## src/rtl/video_timing_driver.sv

```systemverilog
// video_timing_driver
//   Display-side timing engine for an 800x600@60 SVGA stream (40 MHz pixel
//   clock). Free-running horizontal/vertical counters produce HSYNC, VSYNC
//   and DE. Pixel coordinates are requested one cycle early so that a pixel
//   generator with a one-cycle registered latency can return colour in time
//   to be registered alongside DE.
//
// Ports
//   pixel_clk   in   pixel clock
//   sys_rst_n   in   asynchronous active-low reset
//   pixel_data  in   RGB888 returned by the generator, one cycle after request
//   pixel_xpos  out  requested column (0 when no request)
//   pixel_ypos  out  requested row (0 when no request)
//   video_hs    out  horizontal sync, active high
//   video_vs    out  vertical sync, active high (whole lines)
//   video_de    out  data enable
//   video_rgb   out  pixel colour, 0 outside the active area
module video_timing_driver #(
  parameter int unsigned H_SYNC  = 128,
  parameter int unsigned H_BACK  = 88,
  parameter int unsigned H_DISP  = 800,
  parameter int unsigned H_FRONT = 40,
  parameter int unsigned V_SYNC  = 4,
  parameter int unsigned V_BACK  = 23,
  parameter int unsigned V_DISP  = 600,
  parameter int unsigned V_FRONT = 1
) (
  input  logic        pixel_clk,
  input  logic        sys_rst_n,
  input  logic [23:0] pixel_data,
  output logic [10:0] pixel_xpos,
  output logic [10:0] pixel_ypos,
  output logic        video_hs,
  output logic        video_vs,
  output logic        video_de,
  output logic [23:0] video_rgb
);

  // Start of the active area measured from the start of the sync pulse.
  localparam int unsigned HA_I = H_SYNC + H_BACK;
  localparam int unsigned VA_I = V_SYNC + V_BACK;

  localparam logic [10:0] H_LAST      = 11'(HA_I + H_DISP + H_FRONT - 1);
  localparam logic [10:0] V_LAST      = 11'(VA_I + V_DISP + V_FRONT - 1);
  localparam logic [10:0] H_SYNC_END  = 11'(H_SYNC);
  localparam logic [10:0] V_SYNC_END  = 11'(V_SYNC);
  localparam logic [10:0] H_DE_START  = 11'(HA_I);
  localparam logic [10:0] H_DE_END    = 11'(HA_I + H_DISP);
  localparam logic [10:0] H_REQ_START = 11'(HA_I - 1);
  localparam logic [10:0] H_REQ_END   = 11'(HA_I + H_DISP - 1);
  localparam logic [10:0] V_ACT_START = 11'(VA_I);
  localparam logic [10:0] V_ACT_END   = 11'(VA_I + V_DISP);

  logic [10:0] h_cnt;
  logic [10:0] v_cnt;
  logic        h_last;
  logic        v_last;
  logic        v_active;
  logic        req;
  logic        de_next;

  always_comb begin
    h_last   = (h_cnt == H_LAST);
    v_last   = (v_cnt == V_LAST);
    v_active = (v_cnt >= V_ACT_START) && (v_cnt < V_ACT_END);
    // The request window is the DE window shifted one pixel earlier; it
    // ends before the line wraps, so it never spills into the next line.
    req      = v_active && (h_cnt >= H_REQ_START) && (h_cnt < H_REQ_END);
    de_next  = v_active && (h_cnt >= H_DE_START) && (h_cnt < H_DE_END);
  end

  always_ff @(posedge pixel_clk or negedge sys_rst_n) begin
    if (!sys_rst_n) begin
      h_cnt <= '0;
      v_cnt <= '0;
    end else if (h_last) begin
      h_cnt <= '0;
      v_cnt <= v_last ? '0 : v_cnt + 11'd1;
    end else begin
      h_cnt <= h_cnt + 11'd1;
    end
  end

  always_comb begin
    pixel_xpos = '0;
    pixel_ypos = '0;
    if (req) begin
      pixel_xpos = h_cnt - H_REQ_START;
      pixel_ypos = v_cnt - V_ACT_START;
    end
  end

  // All four outputs are registered from the same counter value so they
  // stay mutually aligned, one cycle behind the counters. pixel_data at
  // this point belongs to the request issued on the previous cycle.
  always_ff @(posedge pixel_clk or negedge sys_rst_n) begin
    if (!sys_rst_n) begin
      video_hs  <= 1'b0;
      video_vs  <= 1'b0;
      video_de  <= 1'b0;
      video_rgb <= '0;
    end else begin
      video_hs  <= (h_cnt < H_SYNC_END);
      video_vs  <= (v_cnt < V_SYNC_END);
      video_de  <= de_next;
      video_rgb <= de_next ? pixel_data : '0;
    end
  end

endmodule

```

## config.mk

```make
export PLATFORM = sky130hd
export DESIGN_NAME = video_timing_driver
export DESIGN_NICKNAME = d
export VERILOG_FILES = /design/src/rtl/video_timing_driver.sv
export SDC_FILE = /design/constraint.sdc
export NUM_CORES = 1
export LEC_CHECK = 0
export BUFFER_PORTS_ARGS = -buffer_cell sky130_fd_sc_hd__buf_2
export CAP_MARGIN = 20
export CORE_UTILIZATION = 45
export DETAILED_ROUTE_END_ITERATION = 6
export PLACE_DENSITY = 0.73
export SYNTH_ARGS = -nofsm -noshare
export SYNTH_HDL_FRONTEND = slang
export SYNTH_SLANG_ARGS = --single-unit
```

## constraint.sdc

```tcl
create_clock -name pixel_clk -period 2.27 [get_ports pixel_clk]
set_clock_uncertainty 0.2 [all_clocks]
set_input_delay 0.454 -clock pixel_clk [delete_from_list [all_inputs] [get_ports pixel_clk]]
set_output_delay 0.454 -clock pixel_clk [all_outputs]
set_load 0.01 [all_outputs]
```

==> results of run 1 <==
==> power by group <==
group / switching [mW] / leakage (nW) / internal (mW) / total, mW
Combinational: 0.0331 / 1.20 / 0.0228 / 0.0559
Clock: 0.286 / 0.0574 / 0.358 / 0.644
Sequential: 0 / 0.655 / 0.872 / 0.872
Total: 0.319 / 1.92 / 1.25 / 1.57
==> metal layers <==
layer | wire [µm] | vias up
met3 | 327 | 11
li1 | - | 1193
met4 | 99 | 0
met1 | 2885 | 1171
met2 | 3160 | 72
met5 | 0 | -
==> worst min path at each step <==
| stage | startpoint | to | slack [ns] | depth (start not counted) |
|---|---|---|---|---|
| finish | pixel_data[15] | video_rgb[15] | 0.18 | 3 |
| detailed placement | sys_rst_n | video_rgb[14] | 0.27 | 1 |
| global route | pixel_data[14] | video_rgb[14] | 0.17 | 3 |
| CTS | pixel_data[9] | video_rgb[9] | 0.17 | 3 |
| floorplan | sys_rst_n | h_cnt[0] | -0.04 | 0 |
| global placement | sys_rst_n | video_rgb[22] | 0.27 | 1 |
==> per-stage QoR <==
step                      power, mW  worst slack, ns  cells   TNS, ns    util
after global routing          1.634          -0.4258    473    -7.377  0.6154
after detailed placement     0.9457         -0.03637    458   -0.1206  0.5706
after CTS                     1.593          -0.3178    472    -5.264  0.6104
after floorplan              0.9014         0.003149    288         0       -
after global placement       0.9444        -0.009070    458  -0.01622  0.5706
final                         1.572          -0.3190    473    -5.124  0.6154
==> state kept, by name (all words and copies together) (netlist names) <==
| signal | cells |
|---|---|
| v_cnt | 11 |
| video_hs | 1 |
| video_rgb | 24 |
| h_cnt | 11 |
| video_de | 1 |
| video_vs | 1 |
==> repair_timing <==
| item | CTS | global route |
|---|---|---|
| hold endpoints to repair | 23 | 0 |
| pin swaps | 5 | 1 |
| hold buffers | 1 | 0 |
| endpoints found under the setup margin | 22 | 22 |
| setup buffers | 5 | 1 |
| resized for setup | 19 | 6 |
| gates cloned | 0 | 0 |
==> layout make-up <==
cell class | instances | area, µm²
Inverter | 34 | 127.6
Clock inverter | 2 | 37.54
Fill cell | 536 | 2442
Multi-Input combinational cell | 182 | 1531
Sequential cell | 49 | 1230
Tap cell | 77 | 96.34
Clock buffer | 6 | 82.58
Timing Repair Buffer | 123 | 802.0
==> cell usage in the layout, fill, tap and decap left out, types with 5 or more instances in the layout <==
cell,netlist,final
buf_4,4,41
nand2_1,13,13
o21ai_1,5,6
dfrtp_1,49,46
clkbuf_8,0,6
inv_1,34,34
or3_1,6,6
a21oi_1,9,6
o21ai_0,6,5
and3_1,5,5
nor3_2,29,33
nor3_1,14,10
xnor2_1,15,15
buf_2,8,74
nand3_1,8,7
nor2_1,10,8
xor2_1,8,8
==> logic make-up (layout without fill, tap and decap cells) <==
logic type,count (synthesis),after routing
DFF,49,49
AOI/OAI and AO/OA,41,41
and+or+nand+nor,114,114
adders and majority gates,3,3
buffers and inverters,57,165
muxes,1,1
xor gates and xnor gates,23,23
==> critical path: cells and delay by family, from the launching register on <==
kind | cells | cell delay [ns]
compound gates | 1 | 0.27
fa+ha+maj | 1 | 0.21
buf+inv | 2 | 0.28
flops | 1 | 0.40
xor+xnor | 1 | 0.11
simple gates | 2 | 0.37
==> impl_metrics.csv, run 1 <==
group,metric,value,unit
logic_synthesis,ys_seq_area_frac,0.4142,
worst_setup_path,critPathLaunchType,"flop",
detailed_routing,vias,2447,
clock_tree,clock_latency,0.30,ns
logic_synthesis,synthFlopType,"dfrtp_1",
timing,period_share,1.141,
clock_tree,htree_levels,2,
die,rows,29,
timing,min_period,2.589,ns
clock_tree,root_buffer,"clkbuf_8",
power_and_ir_drop,powerDensity,402.3,nW/µm²
timing,tightest_slew,0.5418,ns
logic_synthesis,synth_cells,288,
worst_setup_path,path_cells,"ha_2 > buf_4 > o211a_4 > nor4bb_4 > xnor2_1 > nor3_2 > buf_2",
outcome,violations,"setup timing",
logic_synthesis,ys_ff_latch,49,
timing,hold_viol_final,0,
worst_setup_path,worst-r2r-setup-slack,0.15,ns
detailed_routing,wl_per_cell,13.68,µm
logic_synthesis,yosysMostFrequentCell,"dfrtp_1",
worst_setup_path,cp_max_fo,3,
worst_setup_path,timing.rr.end,"video_de",
timing,drv_slew,0,
worst_setup_path,required,1.62,ns
hold_path,hp-class,"in2reg",
worst_setup_path,rr_worst_depth,6,
logic_synthesis,synth-xor-area-share,0.06805,
timing,slew_headroom,0.6388,
grt,globalRouteMet3Util,0.03181,
final_layout,nNetsFinal,424,
worst_setup_path,crit_type,"reg2out",
worst_setup_path,worst_path_max_delay_cell,"dfrtp_1",
detailed_routing,drt-pass1-iter-count,4,
worst_setup_path,end_kind,"primary output",
timing,setup_viol,22,
logic_synthesis,synthAdderAreaFrac,0.01268,
die,core,6350,µm²
logic_synthesis,muxShareOfSynthArea,0.003804,
power_and_ir_drop,ir_worst_vdd,443.4,µV
placed_design,globalplace.congestion,0.8927,
final_layout,area_growth,32.00,%
logic_synthesis,synth_top_area_frac,0.4142,
grt,antenna_found_initial,0,
final_layout,drive_gt1_frac,0.5000,
worst_setup_path,critPathLaunch,"v_cnt[0]",
grt,grtUsageMet2,0.3264,
worst_setup_path,endpoint,"pixel_ypos[10]",
timing,setup_ws,-0.3190,ns
logic_synthesis,syn_avg_cell_area,10.28,µm²
grt,grt_pass1_vias,2372,
final_layout,n_antenna_cell,0,
run,drv_cap,0,
logic_synthesis,async_flop_share,1.000,
logic_synthesis,synth_edf_count,0,
outcome,status,"finished, violations left",
grt,grt_pass1_wl,11340,µm
grt,busiest_layer,"met2",
timing,fmax,386.2,MHz
clock_tree,cts.sinks,49,
detailed_routing,detail_route.vias_per_cell,5.173,
grt,use_met1,0.2711,
timing,rsz0062_at_grt,"true",
grt,grt_usage,0.1991,
clock_tree,clock_path_buffers,2,
die,chipHeight,83.11,µm
grt,overflow,0,
final_layout,finalInstanceArea,3908,µm²
detailed_routing,drcViolationCount,0,
worst_setup_path,slowest_delay,0.40,ns
worst_setup_path,timing.rr.start,"v_cnt[3]",
clock_tree,cts_tree,"built",
logic_synthesis,synth_area,2960,µm²
power_and_ir_drop,p_leak,1.915,nW
clock_tree,clkSlewWorstSetupHoldPaths,0.09,ns
grt,grt_start_max_net_pins,27,
logic_synthesis,synth_warnings,0,
detailed_routing,drtIter0Drc,91,
logic_synthesis,synth_common_cells,"dfrtp_1 (49), inv_1 (34), nor3_2 (29)",
die,initial_core_util,0.4662,
logic_synthesis,syn-num-nets,317,
die,dieArea,6907,µm²
logic_synthesis,synth_area_leaders,"dfrtp_1 (41%), nor3_2 (9.8%), xnor2_1 (4.4%)",
die,top_level_ports,75,
detailed_routing,wl,6472,µm
placed_design,place_area,3623,µm²
placed_design,dp_hpwl,4814,µm
detailed_routing,ant_nets,0,
logic_synthesis,synth_cell_types,53,
logic_synthesis,synth-compound-area-share,0.1031,
logic_synthesis,synth_top_family_by_area,"simple AND/OR/NAND/NOR gates",
worst_setup_path,arrival,1.94,ns
clock_tree,numCtsBuffers,5,
timing,holdWs,0.1779,ns
die,die_x,83.11,µm
logic_synthesis,synth_simple_gate_area_frac,0.2921,
logic_synthesis,post-synth-top-area-cell,"dfrtp_1",
placed_design,place.port_buffers,74,
No activity file was read; power rests on OpenSTA's default activity.
==> inputs of run 2 (changes only) <==
--- a/config.mk
+++ b/config.mk
@@ -7,9 +7,9 @@
 export LEC_CHECK = 0
 export BUFFER_PORTS_ARGS = -buffer_cell sky130_fd_sc_hd__buf_2
 export CAP_MARGIN = 20
-export CORE_UTILIZATION = 45
+export CORE_UTILIZATION = 44
 export DETAILED_ROUTE_END_ITERATION = 6
-export PLACE_DENSITY = 0.73
+export PLACE_DENSITY = 0.72
 export SYNTH_ARGS = -nofsm -noshare
 export SYNTH_HDL_FRONTEND = slang
 export SYNTH_SLANG_ARGS = --single-unit
==> run 2 against run 1 <==
Net effect: the run ends with DRC, setup timing left; clock-buffer cell count is the same; sequential power is essentially flat; power grew 0.20%; utilization grew 1.9 points; non-clock buffer count grew 15; clock power grew 0.8%; hold slack lost 0.013 ns; wire length grew 9.1%; via count grew 4.2%; flip-flop and latch count is the same; critical path type unchanged; critical endpoint unchanged; largest cell class unchanged; largest power group unchanged.
==> impl_metrics.csv, run 2 (same netlist as run 1, synthesis figures left out) <==
group,metric,value,unit
power_and_ir_drop,powerDensity,386.7,nW/µm²
die,dieArea,7060,µm²
timing,period_share,1.164,
die,rows,29,
clock_tree,cts_tree,"built",
detailed_routing,wl_per_cell,14.47,µm
power_and_ir_drop,p_seq_frac,0.554,
clock_tree,htree_levels,2,
clock_tree,clock_latency,0.30,ns
timing,slew_headroom,0.7348,
final_layout,drive_gt1_frac,0.5304,
final_layout,area_growth,37.62,%
worst_setup_path,arrival,1.99,ns
outcome,violations,"DRC, setup timing",
die,top_level_ports,75,
die,initial_core_util,0.4609,
worst_setup_path,crit_type,"reg2out",
power_and_ir_drop,ir_worst_vdd,255.6,µV
final_layout,instances_no_fill,488,
placed_design,place_area,3716,µm²
worst_setup_path,critPathBufInv,3,
timing,drv_slew,0,
grt,grt_start_max_net_pins,26,
placed_design,globalplace.congestion,0.9108,
timing,hold_viol_final,0,
timing,holdWs,0.1649,ns
worst_setup_path,critPathLaunchType,"flop",
timing,min_period,2.643,ns
clock_tree,cts.sinks,49,
placed_design,placedCellCount,472,
final_layout,nNetsFinal,439,
worst_setup_path,worst_path_max_delay_cell,"dfrtp_1",
placed_design,dp_hpwl,4922,µm
worst_setup_path,cpLargestDelayFamily,"buffers and inverters",
final_layout,reg_top3,"video_rgb: 24 flops, h_cnt: 11 flops, v_cnt: 11 flops",
final_layout,final_common_cell,"buf_2",
worst_setup_path,rr_worst_depth,8,
grt,grt_pass1_wl,11660,µm
worst_setup_path,required,1.62,ns
grt,grt_pass1_vias,2545,
power_and_ir_drop,p_clk_frac,0.412,
timing,tightest_slew,0.3978,ns
hold_path,hold-path-cell-count,3,
power_and_ir_drop,p_leak,2.000,nW
die,chipHeight,84.03,µm
hold_path,hp-class,"in2reg",
clock_tree,clkSlewWorstSetupHoldPaths,0.09,ns
placed_design,place.port_buffers,74,
worst_setup_path,cp.depth,7,
die,die_x,84.03,µm
final_layout,final_cell_mix,"buf_2 (74), buf_4 (56), dfrtp_1 (45)",
grt,antenna_found_initial,0,
timing,setup_viol,22,
timing,rsz0062_at_grt,"true",
clock_tree,numCtsBuffers,5,
timing,setup_tns,-7.007,ns
worst_setup_path,cp_max_fo,6,
timing,fmax,378.3,MHz
worst_setup_path,end_kind,"primary output",
final_layout,n_antenna_cell,0,
clock_tree,root_buffer,"clkbuf_8",
clock_tree,clock_path_buffers,2,
power_and_ir_drop,internal-power,1.252,mW
final_layout,top_register,"video_rgb",
worst_setup_path,path_cells,"nor2_1 > a21o_1 > o2111ai_4 > buf_6 > buf_16 > nor3_2 > buf_2",
detailed_routing,drt-pass1-iter-count,7,
grt,grt_usage,0.2050,
detailed_routing,wl,7063,µm
power_and_ir_drop,pwr-share-comb,0.035,
die,core,6422,µm²
detailed_routing,drcViolationCount,22,
outcome,status,"finished, violations left",
final_layout,largest_reg_flops,24,
run,drv_cap,0,
detailed_routing,detail_route.vias_per_cell,5.223,
placed_design,place_ws,-0.1128,ns
detailed_routing,ant_nets,0,
grt,overflow,0,
power_and_ir_drop,sw_frac_of_total,0.2053,
detailed_routing,vias,2549,
worst_setup_path,slowest_delay,0.44,ns
power_and_ir_drop,net-switching-power,323.4,µW
final_layout,finalInstanceArea,4074,µm²
detailed_routing,drtIter0Drc,124,
timing,setup_ws,-0.3731,ns
## run 2: layer usage
layer,vias up,GRT usage,part of all wire
met5,-,0,0
met4,0,0.06270,0.0093
met3,6,0.03956,0.054
met2,90,0.3577,0.50
met1,1229,0.2555,0.44
li1,1224,-,-
## run 2: area by class of cell
type | instances | area [µm²]
clock inverter | 2 | 37.54
clock buffer | 6 | 82.58
timing repair buffer | 138 | 922.1
multi-input combinational | 182 | 1577
fill | 501 | 2349
inverter | 34 | 127.6
tap | 77 | 96.34
sequential | 49 | 1231
## run 2: power groups by stage
stage               sequential, mW  clock [mW]  combinational, mW
floorplan                    0.890           0             0.0117
finish                       0.872       0.649             0.0547
global placement             0.889           0             0.0541
detailed placement           0.889           0             0.0544
global route                 0.872       0.697             0.0631
CTS                          0.872       0.666             0.0567
## run 2: worst min-delay path: cells and delay by family
kind | cells | cell delay, ns
simple gates | 1 | 0.04
buf+inv | 2 | 0.14
## run 2: what timing repair did
action	CTS	global route
pin swaps	21	4
gates cloned	1	0
setup endpoints to repair	43	43
hold endpoints to repair	15	0
hold buffers	1	0
buffers inserted	5	2
gates resized for setup	24	12
## run 2: final timing paths
| check | slack, ns | endpoint | startpoint |
|---|---|---|---|
| worst min register to register | 0.34 | video_hs | h_cnt[10] |
| worst min-delay path | 0.16 | video_rgb[22] | pixel_data[22] |
| max in group asynchronous | 0.88 | h_cnt[2] | sys_rst_n |
| worst max register to register | 0.06 | video_rgb[13] | v_cnt[7] |
| min in group asynchronous | 0.40 | video_rgb[18] | sys_rst_n |
| worst max-delay path | -0.37 | pixel_ypos[10] | v_cnt[10] |
## run 2: per-stage QoR
stage | util | power [mW]
floorplan | - | 0.9014
global placement | 0.5786 | 0.9435
detailed placement | 0.5786 | 0.9438
CTS | 0.6242 | 1.594
global route | 0.6343 | 1.633
finish | 0.6343 | 1.575
